`src/rtl/sig_condition.sv`:
```
// Input conditioning for the frequency meter: synchronises and deglitches
// fx/fxB, emits single-cycle edge strobes, flags loss of signal per channel
// and counts rejected glitches across both channels.

// One conditioned channel: sync chain, run-length filter, output stage, loss timer.
module sig_cond_chan #(
   parameter int SYNC_STAGES = 2,
   parameter int FILT_LEN    = 3,
   parameter int TIMEOUT     = 50_000_000
) (
   input  logic clk,
   input  logic rst,
   input  logic pin_i,
   output logic lvl_o,
   output logic rise_o,
   output logic fall_o,
   output logic lost_o,
   output logic glitch_o
);
   localparam int RW = (FILT_LEN > 1) ? $clog2(FILT_LEN) : 1;
   localparam int TW = $clog2(TIMEOUT + 1);
   localparam logic [RW-1:0] RMAX = RW'(FILT_LEN - 1);
   localparam logic [TW-1:0] TMAX = TW'(TIMEOUT);

   logic [SYNC_STAGES-1:0] sync_q;
   logic                   s;
   logic                   lvl_q, lvl_d;
   logic [RW-1:0]          run_q, run_d;
   logic                   glitch;
   logic                   out_q, rise_q, fall_q;
   logic                   rise_d, fall_d;
   logic [TW-1:0]          t_q, t_d;
   logic                   lost_q;

   assign s = sync_q[SYNC_STAGES-1];

   // Synchroniser chain; only the last stage feeds the filter.
   always_ff @(posedge clk) begin
      if (rst) sync_q <= '0;
      else     sync_q <= {sync_q[SYNC_STAGES-2:0], pin_i};
   end

   // Filter decision: accept after FILT_LEN disagreeing samples, a short run is a glitch.
   always_comb begin
      lvl_d  = lvl_q;
      run_d  = run_q;
      glitch = 1'b0;
      if (s != lvl_q) begin
         if (run_q == RMAX) begin
            lvl_d = s;
            run_d = '0;
         end else begin
            run_d = run_q + 1'b1;
         end
      end else if (run_q != '0) begin
         run_d  = '0;
         glitch = 1'b1;
      end
   end

   // Filter state.
   always_ff @(posedge clk) begin
      if (rst) begin
         lvl_q <= 1'b0;
         run_q <= '0;
      end else begin
         lvl_q <= lvl_d;
         run_q <= run_d;
      end
   end

   // Strobes come from the output register lagging the accepted level; the
   // loss timer restarts on either strobe and saturates at TIMEOUT.
   always_comb begin
      rise_d = lvl_q & ~out_q;
      fall_d = ~lvl_q & out_q;
      if (rise_d | fall_d)  t_d = '0;
      else if (t_q == TMAX) t_d = t_q;
      else                  t_d = t_q + 1'b1;
   end

   // Output stage and loss timer; lost clears in the same cycle as the strobe.
   always_ff @(posedge clk) begin
      if (rst) begin
         out_q  <= 1'b0;
         rise_q <= 1'b0;
         fall_q <= 1'b0;
         t_q    <= '0;
         lost_q <= 1'b0;
      end else begin
         out_q  <= lvl_q;
         rise_q <= rise_d;
         fall_q <= fall_d;
         t_q    <= t_d;
         lost_q <= (t_d == TMAX);
      end
   end

   assign lvl_o    = out_q;
   assign rise_o   = rise_q;
   assign fall_o   = fall_q;
   assign lost_o   = lost_q;
   assign glitch_o = glitch;
endmodule

// Top: two independent channels sharing one saturating glitch counter.
module sig_condition #(
   parameter int SYNC_STAGES = 2,
   parameter int FILT_LEN    = 3,
   parameter int TIMEOUT     = 50_000_000,
   parameter int CNT_W       = 16
) (
   input  logic             clk,
   input  logic             rst,
   input  logic             fx_in,
   input  logic             fxB_in,
   input  logic             glitch_clr,
   output logic             fx_out,
   output logic             fxB_out,
   output logic             fx_rise,
   output logic             fx_fall,
   output logic             fxB_rise,
   output logic             fxB_fall,
   output logic             fx_lost,
   output logic             fxB_lost,
   output logic [CNT_W-1:0] glitch_cnt
);
   localparam logic [CNT_W:0] CMAX = {1'b0, {CNT_W{1'b1}}};

   logic [1:0]       pin, lvl, rise, fall, lost, glitch;
   logic [CNT_W-1:0] cnt_q, cnt_d;
   logic [CNT_W:0]   sum;

   assign pin = {fxB_in, fx_in};

   sig_cond_chan #(
      .SYNC_STAGES(SYNC_STAGES),
      .FILT_LEN   (FILT_LEN),
      .TIMEOUT    (TIMEOUT)
   ) u_chan [1:0] (
      .clk     (clk),
      .rst     (rst),
      .pin_i   (pin),
      .lvl_o   (lvl),
      .rise_o  (rise),
      .fall_o  (fall),
      .lost_o  (lost),
      .glitch_o(glitch)
   );

   // Glitch count next value: clear wins, otherwise add 0..2 and clamp at all-ones.
   always_comb begin
      sum = {1'b0, cnt_q} + {{CNT_W{1'b0}}, glitch[0]} + {{CNT_W{1'b0}}, glitch[1]};
      if (glitch_clr)      cnt_d = '0;
      else if (sum > CMAX) cnt_d = '1;
      else                 cnt_d = sum[CNT_W-1:0];
   end

   // Glitch counter register.
   always_ff @(posedge clk) begin
      if (rst) cnt_q <= '0;
      else     cnt_q <= cnt_d;
   end

   assign fx_out     = lvl[0];
   assign fxB_out    = lvl[1];
   assign fx_rise    = rise[0];
   assign fx_fall    = fall[0];
   assign fxB_rise   = rise[1];
   assign fxB_fall   = fall[1];
   assign fx_lost    = lost[0];
   assign fxB_lost   = lost[1];
   assign glitch_cnt = cnt_q;
endmodule

```
`config.mk`:
```
export PLATFORM = sky130hd
export DESIGN_NAME = sig_condition
export DESIGN_NICKNAME = d
export VERILOG_FILES = /design/src/rtl/sig_condition.sv
export SDC_FILE = /design/constraint.sdc
export NUM_CORES = 1
export LEC_CHECK = 0
export BUFFER_PORTS_ARGS = -buffer_cell sky130_fd_sc_hd__buf_4
export CAP_MARGIN = 20
export CORE_MARGIN = 2
export CORE_UTILIZATION = 25
export CTS_CLUSTER_SIZE = 14
export DETAILED_ROUTE_END_ITERATION = 8
export PLACE_DENSITY = 0.52
export SLEW_MARGIN = 25
export SYNTH_ARGS = -nofsm -noshare
export SYNTH_HDL_FRONTEND = slang
export SYNTH_HIERARCHICAL = 1
export SYNTH_SLANG_ARGS = --single-unit
```
`constraint.sdc`:
```
create_clock -name clk -period 4.6 [get_ports clk]
set_clock_uncertainty 0.2 [all_clocks]
set_input_delay 1.38 -clock clk [delete_from_list [all_inputs] [get_ports clk]]
set_output_delay 1.38 -clock clk [all_outputs]
set_load 0.05 [all_outputs]
```
* Word-level counts from Yosys, hierarchy flattened
Cells that the tools add are included. W data, S select, Z words.
Word-level totals: register bits after elaboration 86, latch bits 0, RAM bits 0, ROM bits 0, input port bits 5, word-level logic and storage cells 64, memories kept 0
Cells by class: add/sub/neg operators 6, $mul 0, div/mod/pow operators 0, $lt $le $gt $ge 1, equal/unequal tests 8, shift-type cells 0, multiplexer cells 15, bitwise gates (word level) 10, reductions and logical operators 7
Operator list (count):
- $eq A26 B26 Y1 const B | 4
- $mux W26 | 4
- $add A26 B1 Y26 const B | 2
- $add A16 B1 Y17 | 1
- $add A17 B1 Y17 | 1
- $gt A17 B16 Y1 const B | 1
- $mux W16 | 1
- $mux W2 | 6
- $reduce_bool A2 Y1 | 4
- $add A2 B1 Y2 const B | 2
- $and A1 B1 Y1 | 4
- $eq A2 B2 Y1 const B | 2
- $mux W1 | 4
- $not A1 Y1 | 4
- $reduce_and A2 Y1 | 2
- $ne A1 B1 Y1 | 2
- $or A1 B1 Y1 | 2
- $reduce_or A2 Y1 | 1

* Longest topological paths before layout
Gate-level depths: netlist (run 1).
depth in word-level cells 7, mapped depth 9, mapped depth without buffers 8

* By module
Netlist (run 1), hierarchy kept.
Modules (own cells, without submodules):
- sig_cond_chan at u_chan[1] | times used 1, cells each 240, area an instance 2014.4 µm², sequential area each 700.7 µm²
- sig_cond_chan at u_chan[0] | times used 1, cells each 222, area an instance 1904.3 µm², sequential area each 700.7 µm²
- sig_condition | times used 1, cells each 85, area an instance 857.1 µm², sequential area each 320.3 µm²

* Worst setup path before layout (run 1)
Ideal clock, no wire load.
path kind input-to-reg, start input port rst, end register u_chan[0].lost_q, arrival 2311 ps, path slack 2001 ps, stages 5, path through nand2b_1 clkbuf_1 nor4_1 o2111ai_1 nor4_2
RTL lines:
- start: declaration | line 114 | input logic rst,
- end signal: assignment | line 95 | lost_q <= (t_d == TMAX);
- end: declaration | line 33 | logic lost_q;

* Final worst setup path (run 1)
start register u_chan[1].t_q[0], end register u_chan[1].lost_q
Between the ends: cells in the longest elaborated chain, start to end 4, elaborated cells on any way between the ends 5, classes of those cells add/sub: 1; eq/ne: 2; mux: 2
Ends and longest elaborated chain:
- start: declaration | line 32 | logic [TW-1:0] t_q, t_d;
- start signal: assignment | line 94 | t_q <= t_d;
- $add A26 B1 Y26 or $eq A26 B26 Y1 (tied branches) | line 79, 78
- $mux W26 * | line 78 | else if (t_q == TMAX) t_d = t_q;
- $mux W26 * | line 77 | if (rise_d | fall_d) t_d = '0;
- $eq A26 B26 Y1 * | line 95
- end signal: assignment | line 95
- end: declaration | line 33
Mark *: on every way between the ends. The rest lies on a longest branch, timed or not. A chain may end at the register's enable or synchronous reset.

==> results.md, run 1 <==
| Item | Reported | Unit |
|:---|:---|:---|
| Outcome | complete, no violations | - |
| Instance area at placement | 5120 | um2 |
| Clock transition at the registers of the reported paths | 0.06 | ns |
| Power per unit of standard cell area | 283 | nW/um2 |
| DP Worst Slack | 1.58 | ns |
| Commonest non-fill, non-tap cell in the layout | sky130_fd_sc_hd__dfxtp_1 | - |
| Min-Delay Path Class | flop to flop | - |
| Area of the core | 18700 | um2 |
| Maximum cell stage delay along the critical path | 0.52 | ns |
| Final net count | 573 | - |
| Skew-Pair Late Insertion Delay | 0.34 | ns |
| DRT antenna net count | 0 | - |
| Minimum setup slack in the final design | 1.86 | ns |
| Worst endpoint data arrival time | 2.78 | ns |
| Diode insertion count for antenna repair | 0 | - |
| Number of cells produced by synthesis | 547 | - |
| Setup-failing EPs final | 0 | - |
| Predominant post-synthesis flop cell | sky130_fd_sc_hd__dfxtp_1 | - |
| Proportion of power drawn by flip-flops and latches | 0.498 | - |
| Part of the total power dissipated in the clock network | 0.471 | - |
| Syn nets | 563 | - |
| Static leakage | 1.81 | nW |
| Post-CTS sizing | 0 | - |
| Largest driver fanout on the critical path | 10 | - |
| Post-synthesis sequential element count | 86 | - |
| Initial antenna violation count | 0 | - |
| Worst setup path class | flop to flop | - |
| First DRT Iteration DRCs | 332 | - |
| Final count of pins violating max slew | 0 | - |
| Kind of capture point of the worst setup path | flop | - |
| Cell Rows | 50 | - |
| Startpoint kind of the worst setup timing path | flop | - |
| Internal power consumption | 1.19 | mW |
| Number of buffers inserted for hold repair after clock tree synthesis | 0 | - |
| Routability cong. | 0.889 | - |
| Slew headroom | 0.491 | - |
| Layout cells sized above 1 | 0.160 | - |
| Post CTS Setup Buffer Count | 0 | - |
| Vias in the first global route | 3796 | - |
| Total power | 1.53 | mW |
| Post-synthesis cell area | 4780 | um2 |
| Mean instance size in the synthesized netlist | 8.73 | um2 |
| Total Wirelength | 11000 | um |
| Total global routing overflow | 0 | - |
| Clock tree from TritonCTS | yes | - |
| VDD IR-drop max | 0.000177 | V |
| Area overhead of the layout relative to synthesis | 13.4 | % |
| Maximum number of pins on one net before global-route repair | 26 | - |
| Clock Sink Count | 86 | - |
| Number of buffers on the longest clock path | 2 | - |
| Aggregate global-route resource usage | 0.114 | - |
| Hold Violations, Final | 0 | - |
| Full die area | 20200 | um2 |
| Highest-delay cell along the critical path | sky130_fd_sc_hd__dfxtp_1 | - |
| Fmax achieved | 365 | MHz |
| Fraction of power spent switching nets | 0.223 | - |
| Buf/Inv on CP | 0 | - |
| Post-synth ARST share | 0 | - |
| Number of H-tree levels | 3 | - |
| Initial core utilization | 0.255 | - |
| Wire length of the first global-routing pass | 18800 | um |
| DR WL/cell | 13.8 | um |
| DR DRC count | 0 | - |
| Routed vias/inst | 4.93 | - |
| Number of vias in the routed layout | 3922 | - |
| Width of the die | 142 | um |
| Buffer type at the clock tree root | sky130_fd_sc_hd__clkbuf_16 | - |
| Power share of the combinational group | 0.030 | - |
| Total negative setup slack | 0 | ns |
| Critical path data required time | 4.64 | ns |
| Final design instance area without fill | 5420 | um2 |
| EDFF count, synth | 0 | - |
| Number of ports placed on the die boundary | 29 | - |
| Total iterations of the first detailed-routing run | 5 | - |
| Portion of the clock cycle consumed by the worst path in the final layout | 0.595 | - |
| Synth unique cells | 71 | - |
| Vertical extent of the die | 142 | um |
| Delay-heaviest family, CP | simple AND/OR/NAND/NOR gates | - |
| Worst slew pin tran | 0.757 | ns |
| Buffers added on ports | 28 | - |
| Filler cell count | 1956 | - |
| Cell-by-cell listing of the critical path | ha_1 > nand3_2 > nor4_4 > o2bb2ai_1 > a31oi_1 > or3b_1 > nor4_2 | - |
| Clock period minus worst slack | 2.74 | ns |
| # Max-Cap Violations | 0 | - |
| Commonest non-fill, non-tap cells in the layout | sky130_fd_sc_hd__dfxtp_1 (86), sky130_fd_sc_hd__nor2_1 (69), sky130_fd_sc_hd__xnor2_1 (38) | - |
| Yosys synthesis warning count | 6 | - |
| RSZ-0062 raised after global routing | false | - |
| Switching Power | 0.342 | mW |
| Detailed-placement wirelength estimate | 7880 | um |
| Fraction of the yosys area taken by sequential cells | 0.360 | - |
| Cts bufs inserted | 9 | - |
-- sequential cells by signal (all words and copies together) (netlist names) --
name	flops
u_chan/rise_o	2
u_chan/lost_o	2
glitch_cnt	16
u_chan/lvl_q	2
u_chan/t_q	52
u_chan/fall_o	2
u_chan/lvl_o	2
u_chan/run_q	4
u_chan/sync_q	4
-- worst reg2reg max path, delay by kind of cell, from the launching register on --
| family | cells | cell delay [ns] |
|---|---|---|
| flip-flops | 1 | 0.52 |
| adder cells (fa/ha/maj) | 1 | 0.31 |
| AO/OA/AOI/OAI | 2 | 0.28 |
| AND/OR/NAND/NOR | 4 | 1.35 |
-- worst paths after layout --
check | startpoint | to | slack [ns] | cells after the start
worst max-delay path | u_chan[1]/t_q[0]$_SDFF_PP0_ | u_chan[1]/lost_o$_SDFF_PP0_ | 1.86 | 7
worst min-delay path | u_chan[1]/sync_q[0]$_SDFF_PP0_ | u_chan[1]/sync_q[1]$_SDFF_PP0_ | 0.24 | 1
worst max register to register | u_chan[1]/t_q[0]$_SDFF_PP0_ | u_chan[1]/lost_o$_SDFF_PP0_ | 1.86 | 7
worst min register to register | u_chan[1]/sync_q[0]$_SDFF_PP0_ | u_chan[1]/sync_q[1]$_SDFF_PP0_ | 0.24 | 1
-- cells in the mapped netlist (3+ instances only) --
master	number	area, um2
sky130_fd_sc_hd__a21oi_1	22	110
sky130_fd_sc_hd__a21oi_2	10	87.6
sky130_fd_sc_hd__a31oi_1	5	31.3
sky130_fd_sc_hd__and3_1	9	56.3
sky130_fd_sc_hd__and3_2	3	22.5
sky130_fd_sc_hd__and4_1	7	61.3
sky130_fd_sc_hd__and4_2	3	30.0
sky130_fd_sc_hd__buf_2	8	40.0
sky130_fd_sc_hd__buf_4	4	30.0
sky130_fd_sc_hd__buf_6	3	33.8
sky130_fd_sc_hd__clkbuf_1	14	52.6
sky130_fd_sc_hd__dfxtp_1	86	1720
sky130_fd_sc_hd__ha_1	10	125
sky130_fd_sc_hd__inv_1	27	101
sky130_fd_sc_hd__nand2_1	26	97.6
sky130_fd_sc_hd__nand2b_1	6	37.5
sky130_fd_sc_hd__nand3_1	23	115
sky130_fd_sc_hd__nand3_4	4	70.1
sky130_fd_sc_hd__nand4_1	19	119
sky130_fd_sc_hd__nand4_2	3	37.5
sky130_fd_sc_hd__nand4b_1	5	43.8
sky130_fd_sc_hd__nor2_1	69	259
sky130_fd_sc_hd__nor2b_1	9	56.3
sky130_fd_sc_hd__nor3_1	17	85.1
sky130_fd_sc_hd__nor3b_1	5	37.5
sky130_fd_sc_hd__nor4_1	13	81.3
sky130_fd_sc_hd__nor4_2	4	50.1
sky130_fd_sc_hd__nor4_4	4	85.1
sky130_fd_sc_hd__o2111ai_1	3	26.3
sky130_fd_sc_hd__o211ai_1	4	30.0
sky130_fd_sc_hd__o21ai_0	9	45.0
sky130_fd_sc_hd__or3_1	7	43.8
sky130_fd_sc_hd__xnor2_1	38	333
sky130_fd_sc_hd__xor2_1	21	184
-- metal layers --
layer  global-route usage  wire (um)  vias to the layer above
met4               0.0426        157                        0
li1                     -          -                     1965
met2                0.181       5140                       77
met1                0.151       5280                     1868
met3               0.0259        405                       12
met5                    0          0                        -
-- per-stage QoR --
step | hold WS [ns] | instances | util
2_1_floorplan | 0.214 | 547 | -
3_3_place_gp | 0.226 | 780 | 0.274
3_5_place_dp | 0.224 | 780 | 0.274
4_1_cts | 0.240 | 796 | 0.289
5_1_grt | 0.264 | 796 | 0.289
6_report | 0.237 | 796 | 0.289
-- logic make-up after synthesis --
family / count (synthesis) / share of synthesized area
AOI/OAI and AO/OA: 75 / 0.109
xor gates and xnor gates: 59 / 0.108
adders and majority gates: 11 / 0.0304
buffers and inverters: 58 / 0.0566
DFF: 86 / 0.360
muxes: 3 / 0.00655
and+or+nand+nor: 255 / 0.329
-- power groups by stage --
stage               registers, mW  clock network (mW)  logic, mW
floorplan                   0.775                   0     0.0387
global placement            0.779                   0     0.0463
detailed placement          0.780                   0     0.0470
CTS                         0.763               0.747     0.0472
global route                0.764               0.777     0.0528
finish                      0.763               0.721     0.0465
-- cell type report --
cell class / instances / area, um2 / area share
tap: 234 / 293 / 0.0541
multi-input combinational: 403 / 2780 / 0.514
timing repair buffer: 30 / 225 / 0.0416
inverter: 27 / 101 / 0.0187
clock buffer: 10 / 229 / 0.0423
clock inverter: 6 / 61.3 / 0.0113
sequential: 86 / 1720 / 0.318
Note: power is estimated with default switching activity, not from simulation.
==> run 2, diff against run 1 <==
--- a/config.mk
+++ b/config.mk
@@ -11,7 +11,7 @@
 export CORE_UTILIZATION = 25
 export CTS_CLUSTER_SIZE = 14
 export DETAILED_ROUTE_END_ITERATION = 8
-export PLACE_DENSITY = 0.52
+export PLACE_DENSITY = 0.53
 export SLEW_MARGIN = 25
 export SYNTH_ARGS = -nofsm -noshare
 export SYNTH_HDL_FRONTEND = slang
==> constraint.sdc (replaced) <==
create_clock -name clk -period 2.5 [get_ports clk]
set_clock_uncertainty 0.2 [all_clocks]
set_input_delay 0.75 -clock clk [delete_from_list [all_inputs] [get_ports clk]]
set_output_delay 0.75 -clock clk [all_outputs]
set_load 0.05 [all_outputs]
==> results.md, run 2 (same netlist as run 1, synthesis figures left out) <==
| Item | Reported | Unit |
|:---|:---|:---|
| Outcome | complete, no violations | - |
| Flip-flop count of the largest register after layout | 52 | - |
| Worst r2r dst | u_chan[0]/lost_o$_SDFF_PP0_ | - |
| Final count of pins violating max slew | 0 | - |
| Static leakage | 1.94 | nW |
| Commonest non-fill, non-tap cells in the layout | sky130_fd_sc_hd__dfxtp_1 (83), sky130_fd_sc_hd__nor2_1 (69), sky130_fd_sc_hd__buf_4 (56) | - |
| Cell depth of the worst min-delay path | 1 | - |
| Total Wirelength | 11300 | um |
| Largest driver fanout on the critical path | 7 | - |
| Total negative setup slack | 0 | ns |
| Cell Rows | 50 | - |
| Buffer type at the clock tree root | sky130_fd_sc_hd__clkbuf_16 | - |
| Cts bufs inserted | 9 | - |
| Destination of the worst hold path | u_chan[0]/run_q[0]$_SDFFE_PP0P_ | - |
| DR DRC count | 0 | - |
| Number of cells on the worst reg-to-reg path | 7 | - |
| Hold Violations, Final | 0 | - |
| Clock period minus worst slack | 2.33 | ns |
| Cell count after placement | 805 | - |
| Startpoint kind of the worst setup timing path | flop | - |
| Kind of capture point of the worst setup path | flop | - |
| Clock tree from TritonCTS | yes | - |
| Total iterations of the first detailed-routing run | 4 | - |
| Vias in the first global route | 3741 | - |
| Final design instance area without fill | 5650 | um2 |
| Number of vias in the routed layout | 3975 | - |
| Area of the core | 18700 | um2 |
| Instance area at placement | 5310 | um2 |
| Vertical extent of the die | 142 | um |
| Slew headroom | 0.666 | - |
| Area overhead of the layout relative to synthesis | 18.4 | % |
| Filler cell count | 1975 | - |
| Power per unit of standard cell area | 502 | nW/um2 |
| Worst reg2reg startpoint | u_chan[0]/t_q[1]$_SDFF_PP0_ | - |
| Full die area | 20200 | um2 |
| Initial core utilization | 0.255 | - |
| Routed vias/inst | 4.84 | - |
| Number of buffers on the longest clock path | 2 | - |
| Non-filler cells, final | 821 | - |
| Beginning of the worst hold path | u_chan[0]/run_q[0]$_SDFFE_PP0P_ | - |
| DRT antenna net count | 0 | - |
| Detailed-placement wirelength estimate | 8100 | um |
| Total global routing overflow | 0 | - |
| Setup-failing EPs final | 0 | - |
| Wire length of the first global-routing pass | 18800 | um |
| Maximum number of pins on one net before global-route repair | 25 | - |
| Worst slew pin tran | 0.496 | ns |
| VDD IR-drop max | 0.000324 | V |
| Routability cong. | 0.825 | - |
| Number of ports placed on the die boundary | 29 | - |
| Clock transition at the registers of the reported paths | 0.06 | ns |
| DR WL/cell | 13.7 | um |
| Aggregate global-route resource usage | 0.115 | - |
| First DRT Iteration DRCs | 262 | - |
| Buffers added on ports | 28 | - |
| Layout cells sized above 1 | 0.208 | - |
| Commonest non-fill, non-tap cell in the layout | sky130_fd_sc_hd__dfxtp_1 | - |
| # Max-Cap Violations | 0 | - |
| Number of H-tree levels | 3 | - |
| Multi-input combinational cell area | 2820 | um2 |
| Worst setup slack for register-to-register paths | 0.17 | ns |
| Width of the die | 142 | um |
| Tightest hold margin | 0.243 | ns |
| Biggest register | u_chan/t_q | - |
| Skew-Pair Late Insertion Delay | 0.35 | ns |
| Fmax achieved | 429 | MHz |
| Portion of the clock cycle consumed by the worst path in the final layout | 0.931 | - |
| Worst setup path class | flop to flop | - |
| Clock Sink Count | 86 | - |
| Critical path data required time | 2.56 | ns |
| Worst endpoint data arrival time | 2.39 | ns |
| Initial antenna violation count | 0 | - |
| Number of buffers inserted for hold repair after clock tree synthesis | 0 | - |
| Sequential Area | 1730 | um2 |
| RSZ-0062 raised after global routing | false | - |
| Final net count | 600 | - |
| Diode insertion count for antenna repair | 0 | - |
| Final cell utilization of the core | 0.302 | - |
| Min-Delay Path Class | flop to flop | - |
run 2: changes by cell type in the layout (fill, tap and decap cells not counted), moves of 2 or more:
cell	before	now
sky130_fd_sc_hd__clkinv_2	3	0
sky130_fd_sc_hd__ha_1	10	8
sky130_fd_sc_hd__buf_4	30	56
sky130_fd_sc_hd__dfxtp_1	86	83
sky130_fd_sc_hd__ha_2	0	2
sky130_fd_sc_hd__dfxtp_2	0	3
run 2: final cells by class:
| class | count | share of cell area |
|---|---|---|
| tap | 234 | 0.0518 |
| clock inverter | 3 | 0.00819 |
| timing repair buffer | 56 | 0.0744 |
| multi-input combinational | 404 | 0.500 |
| inverter | 27 | 0.0179 |
| sequential | 86 | 0.305 |
| clock buffer | 11 | 0.0429 |
run 2: report_power, final:
part / switching [mW] / internal (mW) / total (mW)
Clock: 0.540 / 0.792 / 1.33
Sequential: 0.0157 / 1.38 / 1.40
Combinational: 0.0629 / 0.0413 / 0.104
Total: 0.618 / 2.22 / 2.84
run 2: routing by layer:
metal	part of all wire	wire [um]	vias up	GRT usage
met4	0.017	191	0	0.0416
met5	0	0	-	0
met3	0.039	439	14	0.0330
li1	-	-	2017	-
met2	0.44	4990	75	0.176
met1	0.50	5650	1869	0.155
run 2: through the flow:
stage | setup WS, ns | total power [mW]
after CTS | 0.0504 | 2.88
after global placement | 0.131 | 1.53
after global routing | 0.00773 | 2.95
after detailed placement | 0.0589 | 1.53
after floorplan | 0.179 | 1.50
final | 0.171 | 2.84
run 2: what timing repair did:
item | 4_1_cts | 5_1_grt
endpoints found under the setup margin | 0 | 17
hold endpoints to repair | 0 | 0
setup buffers | 0 | 1
resized for setup | 0 | 9
run 2: how the worst max path moves through the flow:
stage                                           start                     endpoint  depth (start not counted)  slack [ns]
after floorplan              glitch_cnt[0]$_SDFF_PP0_    glitch_cnt[10]$_SDFF_PP0_                          7        0.18
after global placement    u_chan[0]/t_q[1]$_SDFF_PP0_  u_chan[0]/lost_o$_SDFF_PP0_                          8        0.13
after detailed placement  u_chan[0]/t_q[1]$_SDFF_PP0_  u_chan[0]/lost_o$_SDFF_PP0_                          7        0.06
after CTS                 u_chan[0]/t_q[1]$_SDFF_PP0_  u_chan[0]/lost_o$_SDFF_PP0_                          7        0.05
after global routing      u_chan[1]/t_q[0]$_SDFF_PP0_  u_chan[1]/lost_o$_SDFF_PP0_                         10       0.008
final                     u_chan[0]/t_q[1]$_SDFF_PP0_  u_chan[0]/lost_o$_SDFF_PP0_                          7        0.17
run 2: critical path, cell delays in order (launching register included):
cell                        delay [ns]
sky130_fd_sc_hd__dfxtp_2          0.39
sky130_fd_sc_hd__ha_2             0.25
sky130_fd_sc_hd__and3_4           0.25
sky130_fd_sc_hd__nand4_1          0.15
sky130_fd_sc_hd__xor2_1           0.21
sky130_fd_sc_hd__nor4_1           0.32
sky130_fd_sc_hd__o2111ai_1        0.20
sky130_fd_sc_hd__nor4_2           0.29
==> run 3, diff against run 2 <==
--- a/config.mk
+++ b/config.mk
@@ -7,11 +7,14 @@
 export LEC_CHECK = 0
 export BUFFER_PORTS_ARGS = -buffer_cell sky130_fd_sc_hd__buf_4
 export CAP_MARGIN = 20
+export CELL_PAD_IN_SITES_DETAIL_PLACEMENT = 0
+export CELL_PAD_IN_SITES_GLOBAL_PLACEMENT = 2
 export CORE_MARGIN = 2
 export CORE_UTILIZATION = 25
+export CTS_CLUSTER_DIAMETER = 50
 export CTS_CLUSTER_SIZE = 14
 export DETAILED_ROUTE_END_ITERATION = 8
-export PLACE_DENSITY = 0.53
+export PLACE_DENSITY = 0.71
 export SLEW_MARGIN = 25
 export SYNTH_ARGS = -nofsm -noshare
 export SYNTH_HDL_FRONTEND = slang
==> results.md, run 3 (same netlist as run 1, synthesis figures left out) <==
| Item | Reported | Unit |
|:---|:---|:---|
| Outcome | complete, no violations | - |
| Worst slew pin tran | 0.526 | ns |
| Detailed-placement wirelength estimate | 8500 | um |
| Wire length of the first global-routing pass | 19300 | um |
| Maximum cell stage delay along the critical path | 0.57 | ns |
| Worst r2r dst | u_chan[0]/lost_o$_SDFF_PP0_ | - |
| Number of vias in the routed layout | 4032 | - |
| Total iterations of the first detailed-routing run | 4 | - |
| Static leakage | 1.94 | nW |
| Number of ports placed on the die boundary | 29 | - |
| # Max-Cap Violations | 0 | - |
| Clock Sink Count | 86 | - |
| Cts bufs inserted | 9 | - |
| Clock tree from TritonCTS | yes | - |
| Clock period minus worst slack | 2.32 | ns |
| Initial antenna violation count | 0 | - |
| Total global routing overflow | 0 | - |
| VDD IR-drop max | 0.000303 | V |
| Worst setup path class | flop to flop | - |
| CP Capture Point | u_chan[0]/lost_o$_SDFF_PP0_ | - |
| Commonest non-fill, non-tap cells in the layout | sky130_fd_sc_hd__dfxtp_1 (83), sky130_fd_sc_hd__nor2_1 (69), sky130_fd_sc_hd__buf_4 (58) | - |
| Delay-heaviest family, CP | simple AND/OR/NAND/NOR gates | - |
| Buf/Inv on CP | 0 | - |
| Number of buffers on the longest clock path | 2 | - |
| Commonest non-fill, non-tap cell in the layout | sky130_fd_sc_hd__dfxtp_1 | - |
| Final net count | 602 | - |
| Hold Violations, Final | 0 | - |
| Fmax achieved | 431 | MHz |
| Width of the die | 142 | um |
| Total power | 2.78 | mW |
| Total number of cells along the worst setup path | 6 | - |
| Routability cong. | 0.837 | - |
| Setup crit start | u_chan[0]/t_q[2]$_SDFF_PP0_ | - |
| Largest driver fanout on the critical path | 9 | - |
| Buffers added on ports | 28 | - |
| Skew-Pair Late Insertion Delay | 0.35 | ns |
| Number of cells on the worst reg-to-reg path | 6 | - |
| Initial core utilization | 0.255 | - |
| Layout cells sized above 1 | 0.215 | - |
| Startpoint kind of the worst setup timing path | flop | - |
| Kind of capture point of the worst setup path | flop | - |
| Vias in the first global route | 3812 | - |
| Cell depth of the worst min-delay path | 1 | - |
| Total Wirelength | 11800 | um |
| Diode insertion count for antenna repair | 0 | - |
| Min-Delay Path Class | flop to flop | - |
| Buffer type at the clock tree root | sky130_fd_sc_hd__clkbuf_16 | - |
| Worst reg2reg startpoint | u_chan[0]/t_q[2]$_SDFF_PP0_ | - |
| Maximum number of pins on one net before global-route repair | 25 | - |
| Slew headroom | 0.646 | - |
| Critical path data required time | 2.56 | ns |
| Cell-by-cell listing of the critical path | or4_4 > nor4_4 > nand3_4 > nand4_1 > o211ai_1 > nor4_2 | - |
| Setup-failing EPs final | 0 | - |
| Number of H-tree levels | 3 | - |
| DRT antenna net count | 0 | - |
| Power per unit of standard cell area | 492 | nW/um2 |
| First DRT Iteration DRCs | 249 | - |
| Clock transition at the registers of the reported paths | 0.06 | ns |
| DR WL/cell | 14.3 | um |
| Worst setup slack for register-to-register paths | 0.18 | ns |
| Routed vias/inst | 4.89 | - |
| Worst endpoint data arrival time | 2.37 | ns |
| Full die area | 20200 | um2 |
| Area of the core | 18700 | um2 |
| Total negative setup slack | 0 | ns |
| Portion of the clock cycle consumed by the worst path in the final layout | 0.927 | - |
| Biggest register | u_chan/t_q | - |
| RSZ-0062 raised after global routing | false | - |
| Highest-delay cell along the critical path | sky130_fd_sc_hd__or4_4 | - |
| Area overhead of the layout relative to synthesis | 18.4 | % |
| Vertical extent of the die | 142 | um |
| Final count of pins violating max slew | 0 | - |
| Cell Rows | 50 | - |
| Flip-flop count of the largest register after layout | 52 | - |
| DR DRC count | 0 | - |
| Aggregate global-route resource usage | 0.120 | - |
run 3: per-stage QoR:
stage	worst slack (ns)	instance area [um2]	cells	hold WS (ns)	utilization
2_1_floorplan	0.179	4780	547	0.214	-
3_3_place_gp	0.0953	5310	804	0.231	0.284
3_5_place_dp	0.110	5310	804	0.230	0.284
4_1_cts	0.0917	5580	820	0.246	0.298
5_1_grt	0.0308	5660	825	0.270	0.302
6_report	0.182	5660	825	0.240	0.302
run 3: per-layer routing:
metal / global-route usage / vias to the layer above / share of wire / wire length [um]
li1: - / 2025 / - / -
met1: 0.158 / 1921 / 0.49 / 5740
met2: 0.187 / 66 / 0.46 / 5360
met3: 0.0303 / 20 / 0.037 / 432
met4: 0.0511 / 0 / 0.020 / 231
met5: 0 / - / 0 / 0
run 3: layout make-up:
class | instances | area, um2
multi-input combinational | 404 | 2830
clock buffer | 12 | 246
fill | 1974 | 13000
inverter | 27 | 101
timing repair buffer | 58 | 435
tap | 234 | 293
clock inverter | 4 | 30.0
sequential | 86 | 1730
run 3: how the worst min path moves through the flow:
| stage | slack (ns) | endpoint | startpoint |
|---|---|---|---|
| 6_report | 0.24 | u_chan[1]/sync_q[1]$_SDFF_PP0_ | u_chan[1]/sync_q[0]$_SDFF_PP0_ |
| 3_3_place_gp | 0.23 | u_chan[1]/sync_q[1]$_SDFF_PP0_ | u_chan[1]/sync_q[0]$_SDFF_PP0_ |
| 5_1_grt | 0.27 | u_chan[1]/sync_q[1]$_SDFF_PP0_ | u_chan[1]/sync_q[0]$_SDFF_PP0_ |
| 4_1_cts | 0.25 | u_chan[1]/sync_q[1]$_SDFF_PP0_ | u_chan[1]/sync_q[0]$_SDFF_PP0_ |
| 2_1_floorplan | 0.21 | u_chan[0]/sync_q[1]$_SDFF_PP0_ | u_chan[0]/sync_q[0]$_SDFF_PP0_ |
| 3_5_place_dp | 0.23 | u_chan[1]/sync_q[1]$_SDFF_PP0_ | u_chan[1]/sync_q[0]$_SDFF_PP0_ |
run 3: repair_timing:
action,CTS,global route
hold buffers,0,0
setup buffers,0,4
gates resized for setup,0,11
endpoints found under the setup margin,0,17
run 3: where the power goes:
part / internal (mW) / switching (mW)
combinational: 0.0438 / 0.0616
sequential: 1.38 / 0.0170
clock: 0.707 / 0.571
